$ cat src/rtl/mem_responder_if.sv
// mem_responder_if -- bundles the request/response signals of mem_responder.
//   Requester side : iREN/iaddr, dREN/dWEN/daddr/dstore, halt  -> responder
//                    ihit/dhit, iload/dload, busy, err          <- responder
//   RAM side       : ramREN/ramWEN/ramaddr/ramstore             <- responder
//                    ramload/ramready                           -> responder
// Modport slave is the responder's view; master is the view of whatever
// drives the requests and models the RAM (cpu + memory side).
interface mem_responder_if;
  logic        iREN;
  logic [31:0] iaddr;
  logic        dREN;
  logic        dWEN;
  logic [31:0] daddr;
  logic [31:0] dstore;
  logic        halt;
  logic        ihit;
  logic        dhit;
  logic [31:0] iload;
  logic [31:0] dload;
  logic        ramREN;
  logic        ramWEN;
  logic [31:0] ramaddr;
  logic [31:0] ramstore;
  logic [31:0] ramload;
  logic        ramready;
  logic        busy;
  logic        err;

  modport slave (
    input  iREN, iaddr, dREN, dWEN, daddr, dstore, halt, ramload, ramready,
    output ihit, dhit, iload, dload, ramREN, ramWEN, ramaddr, ramstore, busy, err
  );

  modport master (
    output iREN, iaddr, dREN, dWEN, daddr, dstore, halt, ramload, ramready,
    input  ihit, dhit, iload, dload, ramREN, ramWEN, ramaddr, ramstore, busy, err
  );
endinterface

$ cat src/rtl/mem_responder.sv
// mem_responder -- arbitrates instruction and data requests onto a single RAM
// port, one access outstanding at a time, with a wait-cycle timeout.
// Ports:
//   CLK  : clock, rising edge
//   nRst : asynchronous active-low reset
//   bus  : mem_responder_if.slave (requests, hits, load data, RAM port,
//          busy and sticky err flag)
// Parameters:
//   MAXWAIT : RAM wait cycles before an access is aborted (2..255)
//   ERRWORD : load value returned by an aborted read
module mem_responder #(
  parameter int          MAXWAIT = 16,
  parameter logic [31:0] ERRWORD = 32'hBAD0BAD0
) (
  input logic            CLK,
  input logic            nRst,
  mem_responder_if.slave bus
);

  typedef enum logic [1:0] {IDLE, IACC, DACC, RESP} state_t;

  // Timeout fires when the counter already shows MAXWAIT-1 elapsed waits,
  // i.e. on the MAXWAIT-th cycle spent in the access state.
  localparam logic [7:0] WAIT_LIMIT = 8'(MAXWAIT - 1);

  state_t      state_reg, state_next;
  logic [31:0] addr_reg, addr_next;
  logic [31:0] store_reg, store_next;
  logic        is_write_reg, is_write_next;
  logic [7:0]  wait_cnt_reg, wait_cnt_next;
  logic [31:0] iload_reg, iload_next;
  logic [31:0] dload_reg, dload_next;
  logic        ihit_reg, ihit_next;
  logic        dhit_reg, dhit_next;
  logic        err_reg, err_next;

  logic        ram_ren;
  logic        ram_wen;
  logic [31:0] ram_addr;
  logic [31:0] ram_store;

  always_ff @(posedge CLK or negedge nRst) begin
    if (!nRst) begin
      state_reg    <= IDLE;
      addr_reg     <= '0;
      store_reg    <= '0;
      is_write_reg <= 1'b0;
      wait_cnt_reg <= '0;
      iload_reg    <= '0;
      dload_reg    <= '0;
      ihit_reg     <= 1'b0;
      dhit_reg     <= 1'b0;
      err_reg      <= 1'b0;
    end else begin
      state_reg    <= state_next;
      addr_reg     <= addr_next;
      store_reg    <= store_next;
      is_write_reg <= is_write_next;
      wait_cnt_reg <= wait_cnt_next;
      iload_reg    <= iload_next;
      dload_reg    <= dload_next;
      ihit_reg     <= ihit_next;
      dhit_reg     <= dhit_next;
      err_reg      <= err_next;
    end
  end

  always_comb begin
    state_next    = state_reg;
    addr_next     = addr_reg;
    store_next    = store_reg;
    is_write_next = is_write_reg;
    wait_cnt_next = wait_cnt_reg;
    iload_next    = iload_reg;
    dload_next    = dload_reg;
    ihit_next     = 1'b0;
    dhit_next     = 1'b0;
    err_next      = err_reg;
    ram_ren       = 1'b0;
    ram_wen       = 1'b0;
    ram_addr      = '0;
    ram_store     = '0;

    case (state_reg)
      IDLE: begin
        if (!bus.halt) begin
          // Data side wins; a simultaneous dREN/dWEN pair is treated as a write.
          if (bus.dREN || bus.dWEN) begin
            state_next    = DACC;
            addr_next     = bus.daddr;
            store_next    = bus.dstore;
            is_write_next = bus.dWEN;
            wait_cnt_next = '0;
          end else if (bus.iREN) begin
            state_next    = IACC;
            addr_next     = bus.iaddr;
            store_next    = '0;
            is_write_next = 1'b0;
            wait_cnt_next = '0;
          end
        end
      end

      IACC: begin
        ram_ren  = 1'b1;
        ram_addr = addr_reg;
        if (bus.ramready) begin
          state_next = RESP;
          iload_next = bus.ramload;
          ihit_next  = 1'b1;
        end else if (wait_cnt_reg == WAIT_LIMIT) begin
          state_next = RESP;
          iload_next = ERRWORD;
          ihit_next  = 1'b1;
          err_next   = 1'b1;
        end else begin
          wait_cnt_next = wait_cnt_reg + 8'd1;
        end
      end

      DACC: begin
        ram_ren   = !is_write_reg;
        ram_wen   = is_write_reg;
        ram_addr  = addr_reg;
        ram_store = store_reg;
        if (bus.ramready) begin
          state_next = RESP;
          if (!is_write_reg) dload_next = bus.ramload;
          dhit_next  = 1'b1;
        end else if (wait_cnt_reg == WAIT_LIMIT) begin
          // Aborted write is simply dropped; aborted read returns ERRWORD.
          state_next = RESP;
          if (!is_write_reg) dload_next = ERRWORD;
          dhit_next  = 1'b1;
          err_next   = 1'b1;
        end else begin
          wait_cnt_next = wait_cnt_reg + 8'd1;
        end
      end

      // One cycle with the hit high; requests are deliberately not sampled
      // here so a requester dropping its line after the hit is not re-served.
      RESP: state_next = IDLE;

      default: state_next = IDLE;
    endcase
  end

  assign bus.ramREN   = ram_ren;
  assign bus.ramWEN   = ram_wen;
  assign bus.ramaddr  = ram_addr;
  assign bus.ramstore = ram_store;
  assign bus.ihit     = ihit_reg;
  assign bus.dhit     = dhit_reg;
  assign bus.iload    = iload_reg;
  assign bus.dload    = dload_reg;
  assign bus.busy     = (state_reg != IDLE);
  assign bus.err      = err_reg;

endmodule

$ cat src/flat_wrapper.sv
// flat-port wrapper written by rule: the top's interface ports become plain ports
module mem_responder_flat 
#(
  parameter int          MAXWAIT = 16,
  parameter logic [31:0] ERRWORD = 32'hBAD0BAD0
)
  (CLK, nRst, bus_iREN, bus_iaddr, bus_dREN, bus_dWEN, bus_daddr, bus_dstore, bus_halt, bus_ramload, bus_ramready, bus_ihit, bus_dhit, bus_iload, bus_dload, bus_ramREN, bus_ramWEN, bus_ramaddr, bus_ramstore, bus_busy, bus_err);
  mem_responder_if bus_i ();
  input logic CLK;
  input logic nRst;
  input wire logic [$bits(bus_i.iREN)-1:0] bus_iREN;
  input wire logic [$bits(bus_i.iaddr)-1:0] bus_iaddr;
  input wire logic [$bits(bus_i.dREN)-1:0] bus_dREN;
  input wire logic [$bits(bus_i.dWEN)-1:0] bus_dWEN;
  input wire logic [$bits(bus_i.daddr)-1:0] bus_daddr;
  input wire logic [$bits(bus_i.dstore)-1:0] bus_dstore;
  input wire logic [$bits(bus_i.halt)-1:0] bus_halt;
  input wire logic [$bits(bus_i.ramload)-1:0] bus_ramload;
  input wire logic [$bits(bus_i.ramready)-1:0] bus_ramready;
  output wire logic [$bits(bus_i.ihit)-1:0] bus_ihit;
  output wire logic [$bits(bus_i.dhit)-1:0] bus_dhit;
  output wire logic [$bits(bus_i.iload)-1:0] bus_iload;
  output wire logic [$bits(bus_i.dload)-1:0] bus_dload;
  output wire logic [$bits(bus_i.ramREN)-1:0] bus_ramREN;
  output wire logic [$bits(bus_i.ramWEN)-1:0] bus_ramWEN;
  output wire logic [$bits(bus_i.ramaddr)-1:0] bus_ramaddr;
  output wire logic [$bits(bus_i.ramstore)-1:0] bus_ramstore;
  output wire logic [$bits(bus_i.busy)-1:0] bus_busy;
  output wire logic [$bits(bus_i.err)-1:0] bus_err;
  assign bus_i.iREN = bus_iREN;
  assign bus_i.iaddr = bus_iaddr;
  assign bus_i.dREN = bus_dREN;
  assign bus_i.dWEN = bus_dWEN;
  assign bus_i.daddr = bus_daddr;
  assign bus_i.dstore = bus_dstore;
  assign bus_i.halt = bus_halt;
  assign bus_i.ramload = bus_ramload;
  assign bus_i.ramready = bus_ramready;
  assign bus_ihit = bus_i.ihit;
  assign bus_dhit = bus_i.dhit;
  assign bus_iload = bus_i.iload;
  assign bus_dload = bus_i.dload;
  assign bus_ramREN = bus_i.ramREN;
  assign bus_ramWEN = bus_i.ramWEN;
  assign bus_ramaddr = bus_i.ramaddr;
  assign bus_ramstore = bus_i.ramstore;
  assign bus_busy = bus_i.busy;
  assign bus_err = bus_i.err;
  mem_responder #(.MAXWAIT(MAXWAIT), .ERRWORD(ERRWORD)) u_core (.CLK(CLK), .nRst(nRst), .bus(bus_i));
endmodule
$ cat config.mk
export PLATFORM = sky130hd
export DESIGN_NAME = mem_responder_flat
export DESIGN_NICKNAME = d
export VERILOG_FILES = /design/src/rtl/mem_responder_if.sv /design/src/rtl/mem_responder.sv /design/src/flat_wrapper.sv
export SDC_FILE = /design/constraint.sdc
export NUM_CORES = 1
export LEC_CHECK = 0
export ABC_AREA = 1
export CAP_MARGIN = 30
export CORE_MARGIN = 5
export CORE_UTILIZATION = 30
export CTS_BUF_LIST = sky130_fd_sc_hd__clkbuf_2
export CTS_CLUSTER_DIAMETER = 50
export DETAILED_ROUTE_END_ITERATION = 6
export GPL_TIMING_DRIVEN = 0
export PLACE_DENSITY = 0.58
export SYNTH_ARGS = -nofsm -noshare
export SYNTH_HDL_FRONTEND = slang
export SYNTH_SLANG_ARGS = --single-unit
$ cat constraint.sdc
create_clock -name CLK -period 3.55 [get_ports CLK]
set_input_delay 0.355 -clock CLK [delete_from_list [all_inputs] [get_ports CLK]]
set_output_delay 0.355 -clock CLK [all_outputs]
set_load 0.02 [all_outputs]
Word-level counts from Yosys, hierarchy flattened
Cells that the tools add are included.

word-level totals
  bits of input ports = 135
  bits in registers = 142
  output and inout port bits = 134

cells by class
  add/subtract/negate cells = 1
  equal/unequal tests = 9
  bitwise gates (word level) = 3
  reductions and logical operators = 14
  mux-type cells = 32

operator list
  operator                                                         number
  32-bit 2-to-1 mux                                                12
  8-bit 2-to-1 mux                                                 5
  8-bit one-hot mux with 2 select lines                            1
  3-bit AND reduction                                              4
  2-bit 2-to-1 mux                                                 5
  8-bit by 1-bit adder with 8-bit output, second input constant    1
  8-bit by 4-bit == test with 1-bit output, second input constant  1
  2-bit nonzero test                                               4
  1-bit 2-to-1 mux                                                 7
  2-bit != test, second input constant                             3
  2-bit one-hot mux with 3 select lines                            1
  5-bit AND reduction                                              1
  2-bit == test, second input constant                             2
  3-bit by 1-bit != test with 1-bit output, second input constant  1
  3-bit by 2-bit != test with 1-bit output, second input constant  1
  1-bit NOT                                                        3
  2-bit by 1-bit == test with 1-bit output, second input constant  1
  2-bit zero test                                                  1
  1-bit one-hot mux with 2 select lines                            1
  2-bit AND reduction                                              1
  2-bit OR reduction                                               1
  1-bit zero test                                                  1
  1-bit logical OR                                                 1

Depth between registers and ports, before layout
Gate-level depths: netlist (run 1).

  depth after elaboration = 4
  gate-level depth with buffers = 9
  depth with buffers taken out = 9

Worst setup path after synthesis (run 1)
Ideal clock, no wire load.

  path type = register to output
  start = register u_core.state_reg[0]
  end = output bus_ramaddr[21]
  arrival time = 1,536 ps
  path buffers = 2
  stages on the path, launching flop included = 7
  slack = 1,659 ps
  required time = 3,195 ps
  path through = dfrtp_1 > inv_1 > ha_1 > clkbuf_1 > buf_1 > nand2_1 > inv_1

between the ends
  word-level cells in the longest chain between the ends = 3
  elaborated cells between the ends (all ways) = 4
  classes of those cells = eq/ne: 2; mux: 1; reduce/logical: 1

ends and longest elaborated chain
  what                                                                       RTL line             source
  from (decl)                                                                mem_responder.sv:26  state_t state_reg, state_next;
  from (signal assigned)                                                     mem_responder.sv:55  state_reg <= state_next;
  2-bit by 1-bit == test with 1-bit output or 2-bit == test (tied branches)  mem_responder.sv:84  case (state_reg)
  2-bit OR reduction (no line) *                                             --
  32-bit 2-to-1 mux *                                                        mem_responder.sv:84
  to (decl)                                                                  flat_wrapper.sv:26   output wire logic [$bits(bus_i.ramaddr)-1:0] bus_ramaddr;

Every way passes the cells marked *; elsewhere a longest branch is shown, timed or not.

Final worst setup path (run 1)
  start = register u_core.state_reg[0]
  end = output bus_ramaddr[3]

The elaborated chain is that of the path after synthesis.

==> impl_metrics.env, run 1 <==
export IMPL_synth_seq_cells=142
export IMPL_fin_crit_ns=3.275
export IMPL_slew_headroom_pct=62.19
export IMPL_utilization_pct=44.86
export IMPL_synth_area_um2=6766
export IMPL_slew_viol_final=0
export IMPL_die_h_um=160.2
export IMPL_synth_cell_type_count=30
export IMPL_synth_cells=866
export IMPL_skew_ns=0.04531
export IMPL_gp_congestion=0.8157
export IMPL_cp_max_fo=14
export IMPL_synthToLayoutAreaGrowth_pct=48.74
export IMPL_dpl_hpwl_mm=16.84
export IMPL_busiest_layer="met2"
export IMPL_cts_setup_buffers=0
export IMPL_clock_sinks=142
export IMPL_drtPass1Iterations=4
export IMPL_first_global_vias=6541
export IMPL_vias=6418
export IMPL_instances_no_fill=1453
export IMPL_p_leak_nw=5.130
export IMPL_ant_nets=0
export IMPL_final_nets=1295
export IMPL_maxCapViolCount=0
export IMPL_grt_max_degree=87
export IMPL_grt_use_total_pct=17.50
export IMPL_drt_wl_total_mm=22.40
export IMPL_row_count=55
export IMPL_crit_type="register to output port"
export IMPL_fin_crit_sh_pct=92.26
export IMPL_drive_gt1_share_pct=7.883
export IMPL_coreArea_um2=22430
export IMPL_rsz0062_at_grt="no"
export IMPL_drc=0
export IMPL_fmax_mhz=305.3
export IMPL_antenna_found_initial=1
export IMPL_fill_cells=2328
export IMPL_crit_required_ns=3.19
export IMPL_grt_met2_usage_pct=27.88
export IMPL_die_area_um2=25660
export IMPL_grt_overflow=0
export IMPL_critPathLaunchType="register"
export IMPL_dpl_cell_count=1419
export IMPL_die_w_um=160.2
export IMPL_via_per_inst=4.417
export IMPL_num_io_pins=269
export IMPL_start_util_pct=30.16
export IMPL_ys_seq_area_share_pct=52.51
export IMPL_cts_tree="yes"
export IMPL_synth_area_per_cell_um2=7.813
export IMPL_synth_net_count=1007
export IMPL_hold_violations=0
export IMPL_yosys_warnings=0
export IMPL_total_power_mw=7.997
export IMPL_arrival_ns=2.92
export IMPL_grtUsageMet3_pct=6.555
export IMPL_irDropWorstVdd_v=0.0002830
export IMPL_cts_buffers=17
export IMPL_cts_buffer_depth=2
export IMPL_dr_first_iter_drc_count=317
export IMPL_met1_usage_pct=22.91
export IMPL_cts_root_buffer="clkbuf_2"
export IMPL_critPathCaptureType="output port"
export IMPL_tightest_slew_ns=0.5672
export IMPL_path_clk_slew_ns=0.27
export IMPL_portBuffers=267
export IMPL_grt_pass1_wl_mm=36.04
export IMPL_h_tree_depth=4
export IMPL_wl_per_cell_um=15.41
export IMPL_outcome="completed"
export IMPL_clock_latency_ns=0.72
export IMPL_power_density_nw_per_um2=794.6
export IMPL_finalSetupViolCount=0
export IMPL_hold_class="input port to asynchronous set/reset pin"
cells in the final DEF (no fill, tap or decap), drive strengths merged, types with 2 or more instances in the layout:
| cell | n |
|---|---|
| a21oi | 19 |
| buf | 34 |
| clkbuf | 34 |
| clkdlybuf4s50 | 266 |
| clkinv | 6 |
| clkinvlp | 2 |
| dfrtp | 142 |
| dlygate4sd3 | 2 |
| ha | 6 |
| inv | 107 |
| nand2 | 318 |
| nand3 | 28 |
| nand3b | 2 |
| nand4 | 17 |
| nor2 | 94 |
| o21ai | 38 |
| o31ai | 32 |
| or2 | 16 |
area by class of cell:
class / instances / area (um^2) / share of cell area (%)
Antenna cell: 1 / 2.502 / 0.02486
Buffer: 49 / 245.2 / 2.437
Clock buffer: 17 / 85.08 / 0.8453
Clock inverter: 15 / 127.6 / 1.268
Inverter: 100 / 377.9 / 3.754
Multi-Input combinational cell: 574 / 2595 / 25.78
Sequential cell: 142 / 3553 / 35.31
Tap cell: 285 / 356.6 / 3.543
Timing Repair Buffer: 270 / 2721 / 27.04
Yosys cell counts:
library cell	count	area share, %
inv_2	2	0.11
nand3_4	1	0.26
buf_6	3	0.50
nand2_2	1	0.093
or2_2	16	1.5
buf_1	5	0.28
and2_1	1	0.093
nand2_1	316	18
ha_1	6	1.1
nor3b_1	1	0.11
o21ai_0	37	2.7
xor2_1	1	0.13
a21oi_1	18	1.3
o31ai_1	32	3.6
a21oi_2	1	0.13
dfrtp_1	142	53
nand4_1	17	1.6
a31o_2	1	0.13
nor2_1	93	5.2
buf_4	2	0.22
nand2_4	1	0.17
inv_1	97	5.4
nand3b_1	2	0.22
o21ai_4	1	0.24
buf_2	22	1.6
nand3_2	1	0.15
inv_4	1	0.093
clkbuf_1	18	1.0
nand3_1	26	1.9
nor2_4	1	0.17
worst max-delay path, stage by stage (launching register included):
cell and delay (ns):
dfrtp_1 0.42, inv_1 0.10, ha_2 0.53, clkbuf_1 0.41
nand2_1 0.11, inv_1 0.07, clkdlybuf4s50_1 0.59
path summary, 6_finish.rpt:
kind	startpoint	to	slack, ns	cells after the start
worst min-delay path	nRst	u_core.bus.dload[26]	0.12	2
worst max-delay path	u_core.state_reg[0]	bus_ramaddr[3]	0.27	6
worst max register to register	u_core.state_reg[0]	u_core.is_write_reg	1.66	7
max in group asynchronous	nRst	u_core.wait_cnt_reg[6]	2.53	3
min in group CLK	bus_dstore[25]	u_core.store_reg[25]	0.17	3
worst min register to register	u_core.bus.err	u_core.bus.err	0.50	1
layer usage:
| metal | wire, um | vias to the layer above |
|---|---|---|
| li1 | - | 3251 |
| met1 | 9999 | 2950 |
| met2 | 10260 | 204 |
| met3 | 1947 | 13 |
| met4 | 189 | 0 |
| met5 | 0 | - |
repair_timing:
| action | CTS | global route |
|---|---|---|
| hold buffers | 2 | 0 |
| gates resized for setup | 2 | 4 |
| endpoints found under the hold margin | 67 | 0 |
| endpoints found under the setup margin | 31 | 23 |
per-stage QoR:
step / cell area (um^2) / setup TNS (ns) / hold slack (ns) / worst slack (ns)
after floorplan: 6766 / 0 / 0.05941 / 1.659
after global placement: 9796 / -575.21 / 0.4532 / -4.067
after detailed placement: 9824 / 0 / 0.3646 / 0.4928
after CTS: 10060 / 0 / 0.02578 / 0.02536
after global routing: 10060 / 0 / 0.04538 / 0.01013
final: 10060 / 0 / 0.1179 / 0.2748
power breakdown:
part / switching [mW] / internal [mW] / leakage [nW]
clock network: 0.692 / 0.207 / 0.129
registers: 0.385 / 2.31 / 1.76
logic: 2.53 / 1.88 / 3.24
cells by family (layout without fill, tap and decap cells):
logic type               Yosys count  after routing  synth area share, %
XOR/XNOR                           1              1               0.1295
buffers and inverters            150            451                9.209
flip-flops                       142            142                52.51
AO/OA/AOI/OAI                     90             90                8.118
adder cells (fa/ha/maj)            6              6                1.109
other                              0              1                    0
AND/OR/NAND/NOR                  477            477                28.92
Power figures use the tool's default switching activity.
==> inputs of run 2 (changes only) <==
--- a/config.mk
+++ b/config.mk
@@ -13,6 +13,7 @@
 export CTS_CLUSTER_DIAMETER = 50
 export DETAILED_ROUTE_END_ITERATION = 6
 export GPL_TIMING_DRIVEN = 0
+export HOLD_SLACK_MARGIN = 0.02
 export PLACE_DENSITY = 0.58
 export SYNTH_ARGS = -nofsm -noshare
 export SYNTH_HDL_FRONTEND = slang
==> results of run 2 <==
No change in the layout: final DEF, timing and power equal those of run 1.
==> inputs of run 3 (changes only) <==
--- a/config.mk
+++ b/config.mk
@@ -15,6 +15,7 @@
 export GPL_TIMING_DRIVEN = 0
 export HOLD_SLACK_MARGIN = 0.02
 export PLACE_DENSITY = 0.58
+export REMOVE_ABC_BUFFERS = 1
 export SYNTH_ARGS = -nofsm -noshare
 export SYNTH_HDL_FRONTEND = slang
 export SYNTH_SLANG_ARGS = --single-unit
==> run 3 against run 2 <==
  * Count of clock-buffer cells in the layout is 1 higher
  * Register-to-register slack worse by 0.41 ns
  * Die area stayed put
  * Clock skew is 0.0045 ns higher
  * Fmax is 0.31% lower
  * Critical path type unchanged
  * Flip-flop and latch count stayed put
  * Combinational power is 1% lower
  * Global-route usage is 1.7 points lower
  * Non-clock buffer count is 44 lower
  * Setup slack worse by 0.010 ns
==> impl_metrics.env, run 3 (synthesized netlist as in run 1, its figures left out) <==
export IMPL_irDropWorstVdd_v=0.0003646
export IMPL_outcome="completed"
export IMPL_dpl_hpwl_mm=14.01
export IMPL_h_tree_depth=4
export IMPL_wl_per_cell_um=14.46
export IMPL_cts_buffer_depth=2
export IMPL_critPathLaunchType="register"
export IMPL_power_density_nw_per_um2=798.2
export IMPL_die_area_um2=25660
export IMPL_crit_required_ns=3.19
export IMPL_utilization_pct=44.63
export IMPL_gp_congestion=0.7976
export IMPL_tightest_slew_ns=0.7915
export IMPL_slew_headroom_pct=47.24
export IMPL_grt_pass1_wl_mm=32.96
export IMPL_vias=6212
export IMPL_synthToLayoutAreaGrowth_pct=47.97
export IMPL_arrival_ns=2.93
export IMPL_skew_ns=0.04984
export IMPL_cts_setup_buffers=0
export IMPL_clock_sinks=142
export IMPL_row_count=55
export IMPL_p_leak_nw=5.073
export IMPL_die_h_um=160.2
export IMPL_path_clk_slew_ns=0.26
export IMPL_cts_tree="yes"
export IMPL_coreArea_um2=22430
export IMPL_drive_gt1_share_pct=6.322
export IMPL_ant_nets=0
export IMPL_hold_slack_ns=0.1788
export IMPL_drc=0
export IMPL_grt_max_degree=85
export IMPL_portBuffers=268
export IMPL_cts_root_buffer="clkbuf_2"
export IMPL_finalSetupViolCount=0
export IMPL_maxCapViolCount=0
export IMPL_design_area_um2=10010
export IMPL_dr_first_iter_drc_count=326
export IMPL_final_common_cell="nand2_1"
export IMPL_final_cell_mix="nand2_1 (315), clkdlybuf4s50_1 (267), dfrtp_1 (142), inv_1 (96), nor2_1 (93)"
export IMPL_total_power_mw=7.991
export IMPL_final_nets=1251
export IMPL_crit_type="register to output port"
export IMPL_cp_max_fo=25
export IMPL_cts_buffers=17
export IMPL_antenna_found_initial=1
export IMPL_reg2reg_depth=6
export IMPL_num_io_pins=269
export IMPL_fmax_mhz=304.4
export IMPL_hold_violations=0
export IMPL_grt_overflow=0
export IMPL_drt_wl_total_mm=20.37
export IMPL_grt_use_total_pct=15.82
export IMPL_die_w_um=160.2
export IMPL_start_util_pct=30.16
export IMPL_via_per_inst=4.409
export IMPL_fin_crit_ns=3.286
export IMPL_hold_class="input port to asynchronous set/reset pin"
export IMPL_fin_crit_sh_pct=92.55
export IMPL_drtPass1Iterations=4
export IMPL_critPathCaptureType="output port"
export IMPL_rsz0062_at_grt="no"
export IMPL_clock_latency_ns=0.69
export IMPL_first_global_vias=6055
export IMPL_dpl_instance_area_um2=9737
export IMPL_slew_viol_final=0
run 3: layout make-up:
| cell class | instances | area [um^2] |
|---|---|---|
| inverter | 100 | 377.9 |
| fill | 2279 | 12420 |
| antenna | 1 | 2.502 |
| clock buffer | 18 | 90.09 |
| multi-input combinational | 574 | 2630 |
| timing repair buffer | 275 | 2851 |
| tap | 285 | 356.6 |
| clock inverter | 14 | 150.1 |
| sequential | 142 | 3553 |
run 3: critical path, stage by stage (launching register included):
cell and delay [ns]:
dfrtp_1 0.44, inv_1 0.19, ha_4 0.41, nand2_2 0.33, a21oi_1 0.23, clkdlybuf4s50_1 0.65
run 3: through the flow:
stage          cells  setup TNS (ns)  setup WS, ns
2_1_floorplan    816          -4.664       -0.1457
3_3_place_gp    1369         -718.13        -4.097
3_5_place_dp    1375               0        0.4829
4_1_cts         1408               0       0.09312
5_1_grt         1409               0      0.002450
6_report        1409               0        0.2645
run 3: final timing paths:
| check | end | slack, ns | start |
|---|---|---|---|
| min | u_core.bus.dload[0] | 0.18 | nRst |
| min in group CLK | u_core.store_reg[19] | 0.18 | bus_dstore[19] |
| max | bus_ramREN | 0.26 | u_core.state_reg[0] |
| min reg2reg | u_core.bus.dload[30] | 0.50 | u_core.bus.dload[30] |
| max in group asynchronous | u_core.addr_reg[16] | 2.47 | nRst |
| max reg2reg | u_core.bus.iload[9] | 1.25 | u_core.state_reg[1] |
run 3: what timing repair did:
| item | in CTS | in global routing |
|---|---|---|
| resized for setup | 3 | 0 |
| hold buffers | 1 | 0 |
| gates cloned | 0 | 0 |
| hold endpoints to repair | 66 | 0 |
| endpoints found under the setup margin | 1 | 1 |
| pin swaps | 0 | 1 |
run 3: power by group:
part	internal [mW]	total, mW	leakage, nW	switching [mW]
sequential	2.31	2.68	1.76	0.371
clock	0.280	0.962	0.137	0.682
combinational	1.89	4.35	3.18	2.47
run 3: routing by layer:
metal | routed length, um | vias up | GRT usage (%)
li1 | - | 3167 | -
met1 | 9180 | 2825 | 20.88
met2 | 8929 | 205 | 24.14
met3 | 2023 | 15 | 6.658
met4 | 235 | 0 | 3.950
met5 | 0 | - | 0
